### config.mk
export PLATFORM = sky130hd
export DESIGN_NAME = fifo_drain_ctrl
export DESIGN_NICKNAME = d
export VERILOG_FILES = /design/src/rtl/fifo_drain_pkg.sv /design/src/rtl/skid_buf2.sv /design/src/rtl/fifo_drain_ctrl.sv
export SDC_FILE = /design/constraint.sdc
export NUM_CORES = 1
export LEC_CHECK = 0
export CAP_MARGIN = 20
export CORE_AREA = 2 2 91 93
export DETAILED_ROUTE_END_ITERATION = 12
export DIE_AREA = 0 0 93 95
export GPL_ROUTABILITY_DRIVEN = 0
export SKIP_LAST_GASP = 1
export SLEW_MARGIN = 20
export SYNTH_ARGS = -nofsm -noshare
export SYNTH_HDL_FRONTEND = slang
export SYNTH_SLANG_ARGS = --single-unit
### constraint.sdc
create_clock -name rclk -period 3.8 [get_ports rclk]
set_clock_uncertainty 0.2 [all_clocks]
set_input_delay 0.76 -clock rclk [delete_from_list [all_inputs] [get_ports rclk]]
set_output_delay 0.76 -clock rclk [all_outputs]
set_load 0.03 [all_outputs]
### src/rtl/fifo_drain_pkg.sv
// Shared types and default sizing for the FIFO read-side drain controller.
package fifo_drain_pkg;

  localparam int unsigned WIDTH_DEF     = 8;
  localparam int unsigned DEPTH_DEF     = 256;
  localparam int unsigned BURST_LEN_DEF = 16;
  localparam int unsigned TIMEOUT_DEF   = 64;

  localparam int unsigned CNT_W = $clog2(BURST_LEN_DEF + 1);
  localparam int unsigned TMR_W = $clog2(TIMEOUT_DEF + 1);

  typedef enum logic [1:0] {
    ST_IDLE       = 2'd0,
    ST_BURST      = 2'd1,
    ST_FLUSH      = 2'd2,
    ST_WAIT_EMPTY = 2'd3
  } drain_state_e;

endpackage

### src/rtl/skid_buf2.sv
// Two-entry output buffer carrying {last, data}; the head entry drives the stream registers.
module skid_buf2 #(
  parameter int unsigned W = 8
) (
  input  logic         clk,
  input  logic         rst_n,
  input  logic         push,
  input  logic [W-1:0] push_data,
  input  logic         push_last,
  output logic [W-1:0] m_data,
  output logic         m_last,
  output logic         m_valid,
  input  logic         m_ready,
  output logic [1:0]   occ
);

  logic [W:0] head_q;
  logic [W:0] tail_q;
  logic [1:0] occ_q;
  logic       pop_c;

  assign pop_c   = m_valid && m_ready;
  assign m_data  = head_q[W-1:0];
  assign m_last  = head_q[W];
  assign m_valid = (occ_q != 2'd0);
  assign occ     = occ_q;

  // Head/tail shuffle on push and pop; the head only changes when it is consumed or refilled.
  always_ff @(posedge clk or negedge rst_n) begin
    if (!rst_n) begin
      head_q <= '0;
      tail_q <= '0;
      occ_q  <= 2'd0;
    end else begin
      case ({push, pop_c})
        2'b10: begin
          if (occ_q == 2'd0) begin
            head_q <= {push_last, push_data};
            occ_q  <= 2'd1;
          end else if (occ_q == 2'd1) begin
            tail_q <= {push_last, push_data};
            occ_q  <= 2'd2;
          end
        end
        2'b01: begin
          if (occ_q == 2'd2) head_q <= tail_q;
          occ_q <= occ_q - 2'd1;
        end
        2'b11: begin
          if (occ_q == 2'd1) begin
            head_q <= {push_last, push_data};
          end else begin
            head_q <= tail_q;
            tail_q <= {push_last, push_data};
          end
        end
        default: ;
      endcase
    end
  end

endmodule

### src/rtl/fifo_drain_ctrl.sv
// Read-side drain controller: pulls FIFO words in bursts or timeout flushes onto a valid/ready stream.
module fifo_drain_ctrl
  import fifo_drain_pkg::*;
#(
  parameter int unsigned WIDTH     = WIDTH_DEF,
  parameter int unsigned DEPTH     = DEPTH_DEF,
  parameter int unsigned BURST_LEN = BURST_LEN_DEF,
  parameter int unsigned TIMEOUT   = TIMEOUT_DEF
) (
  input  logic             rclk,
  input  logic             reset_n,
  input  logic             enable,
  input  logic             fifo_empty,
  input  logic             fifo_half_full,
  input  logic [WIDTH-1:0] fifo_rdata,
  output logic             fifo_r_en,
  output logic [WIDTH-1:0] m_data,
  output logic             m_valid,
  input  logic             m_ready,
  output logic             m_last,
  output logic [15:0]      words_drained
);

  localparam int unsigned CW = $clog2(BURST_LEN + 1);
  localparam int unsigned TW = $clog2(TIMEOUT + 1);

  // A burst must fit in the half of the FIFO that raised the flag.
  if (BURST_LEN > DEPTH / 2) begin : g_bad_cfg
    $error("fifo_drain_ctrl: BURST_LEN must not exceed DEPTH/2");
  end

  drain_state_e  state, state_nxt;
  logic [CW-1:0] rd_cnt, rd_cnt_nxt;
  logic [TW-1:0] idle_tmr, idle_tmr_nxt;
  logic          inflight;
  logic          inflight_last;
  logic [1:0]    occ;
  logic          pop_c;
  logic          issuing_c;
  logic          rd_last_c;
  logic [2:0]    fill_c;

  assign pop_c     = m_valid && m_ready;
  assign issuing_c = (state == ST_BURST) || (state == ST_FLUSH);
  assign rd_last_c = (state == ST_FLUSH) || (rd_cnt == CW'(BURST_LEN - 1));
  // Buffer slots already claimed after this cycle's pop: stored words plus the read in flight.
  assign fill_c    = 3'(occ) + 3'(inflight) - 3'(pop_c);
  assign fifo_r_en = issuing_c && !fifo_empty && (fill_c < 3'd2);

  // State, counters and in-flight read tag.
  always_ff @(posedge rclk or negedge reset_n) begin
    if (!reset_n) begin
      state         <= ST_IDLE;
      rd_cnt        <= '0;
      idle_tmr      <= '0;
      inflight      <= 1'b0;
      inflight_last <= 1'b0;
      words_drained <= 16'd0;
    end else begin
      state         <= state_nxt;
      rd_cnt        <= rd_cnt_nxt;
      idle_tmr      <= idle_tmr_nxt;
      inflight      <= fifo_r_en;
      inflight_last <= fifo_r_en && rd_last_c;
      if (pop_c) words_drained <= words_drained + 16'd1;
    end
  end

  // Next-state, burst counter and idle timer.
  always_comb begin
    state_nxt  = state;
    rd_cnt_nxt = rd_cnt;
    if (fifo_empty) begin
      idle_tmr_nxt = '0;
    end else if (!fifo_half_full && (idle_tmr != TW'(TIMEOUT))) begin
      idle_tmr_nxt = idle_tmr + TW'(1);
    end else begin
      idle_tmr_nxt = idle_tmr;
    end

    case (state)
      ST_IDLE: begin
        if (enable && fifo_half_full) begin
          state_nxt    = ST_BURST;
          rd_cnt_nxt   = '0;
          idle_tmr_nxt = '0;
        end else if (enable && (idle_tmr == TW'(TIMEOUT))) begin
          state_nxt = ST_FLUSH;
        end
      end
      ST_BURST: begin
        if (fifo_r_en) begin
          rd_cnt_nxt = rd_cnt + CW'(1);
          if (rd_last_c) state_nxt = ST_WAIT_EMPTY;
        end
      end
      ST_FLUSH: begin
        if (fifo_r_en) state_nxt = ST_WAIT_EMPTY;
      end
      ST_WAIT_EMPTY: begin
        if ((occ == 2'd0) && !inflight) state_nxt = ST_IDLE;
      end
      default: state_nxt = ST_IDLE;
    endcase
  end

  skid_buf2 #(
    .W (WIDTH)
  ) u_buf (
    .clk       (rclk),
    .rst_n     (reset_n),
    .push      (inflight),
    .push_data (fifo_rdata),
    .push_last (inflight_last),
    .m_data    (m_data),
    .m_last    (m_last),
    .m_valid   (m_valid),
    .m_ready   (m_ready),
    .occ       (occ)
  );

endmodule

==> metrics.csv <==
metric;value;unit
outcome;completed;
synth_top_cell_by_area;dfrtp_1;
synth_edf_count;0;
fillers;766;
wl;4710;um
nNetsFinal;314;
ant_nets;0;
crit_start;m_ready;
critPathTopFamily;buffers and inverters;
synthFlopType;dfrtp_1;
p_comb_frac;0.461;
cp.required;2.84;ns
p_leak;1.55;nW
fin_util;0.422;
clkPwrFrac;0.165;
r2r_start;u_buf.occ[1];
synthMuxAreaShare;0.0987;
synth_xor_area_frac;0.0749;
power;0.00230;W
cts.sinks;52;
portBuffers;40;
power_switching;0.000919;W
cts_tree;done;
internal_power;0.00138;W
worst_pin_slew;0.525;ns
syn_avg_cell_area;11.3;um^2
grt_pass1_vias;1769;
r2r_end;state[0];
swShare;0.399;
ys_ff_latch;52;
peakVddDrop;264;uV
setup_tns;0;ns
relSlewSlack;0.650;
synth_top_cell_area_share;0.484;
synth-adder-area-share;0.0679;
post-route-drc-count;0;
critPathCaptureType;primary output;
cts_buffers;5;
drt-initial-drc-count;26;
cts.path.max_buffers;2;
ys_async_sr_fraction;1.00;
rsz0062_at_grt;false;
n_antenna_cell;0;
syn_nets;266;
min_path_type;in2async;
finalCritPeriodShare;0.967;
hold_buffers;0;
firstDrtPassIters;4;
clock_latency;0.30;ns
register_area;1300;um^2
seq_area_frac_synth;0.484;
final_cell_mix;52 x dfrtp_1, 38 x clkdlybuf4s50_1, 18 x nand2_1;
drive_gt1_frac;0.136;
routedWlPerCell;12.0;um
clk_pin_slew;0.09;ns
slowest_stage;fa_1;
hpwl;3460;um
initial_utilization;0.339;
slew_violations;0;
rows;33;
finalSetupViolCount;0;
multi_input_area;1320;um^2
yosysUniqueCellTypes;45;
grtUsageTotal;0.115;
io_pins;41;
antenna_found_initial;0;
final_common_cell;dfrtp_1;
vias;1836;
globalRouteOverflowTotal;0;
clock.fmax;272;MHz
r2r_cells;11;
core-area;7930;um^2
htree_num_levels;2;
power_density;688;nW/um^2
seqPwrFrac;0.373;
path_depth;8;
ys_warn_count;0;
synth_top_family_by_area;simple AND/OR/NAND/NOR gates;
synthTopCellsByArea;dfrtp_1 48%, ha_1 6.0%, mux2i_1 4.8%, mux2_2 4.6%, xnor2_1 4.2%;
fin_crit;3.68;ns
path_max_fanout;3;
drv_cap;0;
cp.arrival;2.72;ns
grt_max_degree;31;
clock-root-buffer;clkbuf_8;
postSynthCellCount;238;
hold_viol;0;
endpoint;fifo_r_en;
path_buf_inv;2;
critPathMaxStageDelay;0.52;ns
synth_area;2690;um^2
critPathLaunchType;input port;
crit_type;in2out;
die-area;8840;um^2
grt_pass1_wl;8080;um
path_cells;clkdlybuf4s50_1 > nor2b_2 > and2_1 > o21ai_0 > fa_1 > nand3b_1 > nor2_2 > buf_4;
synth_compound_area_frac;0.0810;
synth-simple-area-share;0.163;
fp.dieW;93;um
dieHeight;95;um
rrSetupSlack;0.69;ns
vias_per_cell;4.68;
areaGrowthSynthToFinish;24.5;%
[worst min-delay path by stage]
stage                                    to  slack [ns]  depth (start not counted)
final                       u_buf.head_q[7]        0.22                          1
after global routing        u_buf.head_q[7]        0.25                          1
after CTS                   u_buf.head_q[7]        0.23                          1
after detailed placement  words_drained[15]        0.27                          1
after global placement      u_buf.head_q[4]        0.26                          2
after floorplan                 idle_tmr[0]        0.26                          0
[cell families after synthesis]
kind of cell               count (synthesis)
buffers and inverters                     18
muxes                                     25
AOI/OAI and AO/OA                         34
DFF                                       52
adders and majority gates                 14
xor gates and xnor gates                  23
and+or+nand+nor                           72
[synthesized netlist by cell type (all sizes together) (2+ instances only)]
master / instances
o21ai: 19
mux2: 12
nand3: 11
dfrtp: 52
nor3: 4
nand4b: 3
nor2: 14
a211oi: 2
ha: 13
inv: 13
nand2: 19
xnor2: 13
o21bai: 2
o31ai: 2
nand3b: 2
buf: 5
nor4: 2
and3: 6
nor2b: 2
o22ai: 2
mux2i: 13
xor2: 10
nand4: 4
a21oi: 3
[per-stage QoR]
stage	hold slack [ns]	area [um^2]	setup slack [ns]	instances
2_1_floorplan	0.264	2690	0.255	238
3_3_place_gp	0.259	3220	0.0880	384
3_5_place_dp	0.268	3220	0.0808	384
4_1_cts	0.234	3340	0.0628	392
5_1_grt	0.254	3350	0.00264	392
6_report	0.218	3350	0.124	392
[final cells by class]
type,count,area share
clock buffer,6,0.0217
tap,105,0.0392
multi-input combinational,168,0.393
timing repair buffer,46,0.131
inverter,13,0.0146
clock inverter,2,0.0116
sequential,52,0.389
[power by group through the flow]
stage	clock network [W]	registers, W	logic (W)
4_1_cts	0.000400	0.000862	0.00106
6_report	0.000381	0.000860	0.00106
2_1_floorplan	0	0.000984	0.000607
5_1_grt	0.000418	0.000888	0.00117
3_3_place_gp	0	0.000868	0.00104
3_5_place_dp	0	0.000874	0.00106
[metal layers]
layer	track usage	vias to the layer above	part of all wire
met5	0	-	0
met2	0.183	35	0.45
met1	0.154	869	0.49
met4	0.0404	0	0.012
met3	0.0263	7	0.043
li1	-	925	-
[what timing repair did]
action,CTS,global route
resized for setup,0,3
setup buffers,0,0
endpoints found under the setup margin,0,1
[sequential cells by signal, summed over array words and instances, names as in the netlist]
register and flops:
inflight 1, idle_tmr 7, state 2, u_buf.occ 2, u_buf.head_q 9, inflight_last 1, rd_cnt 5, u_buf.tail_q 9
words_drained 16
Power figures use the tool's default switching activity.
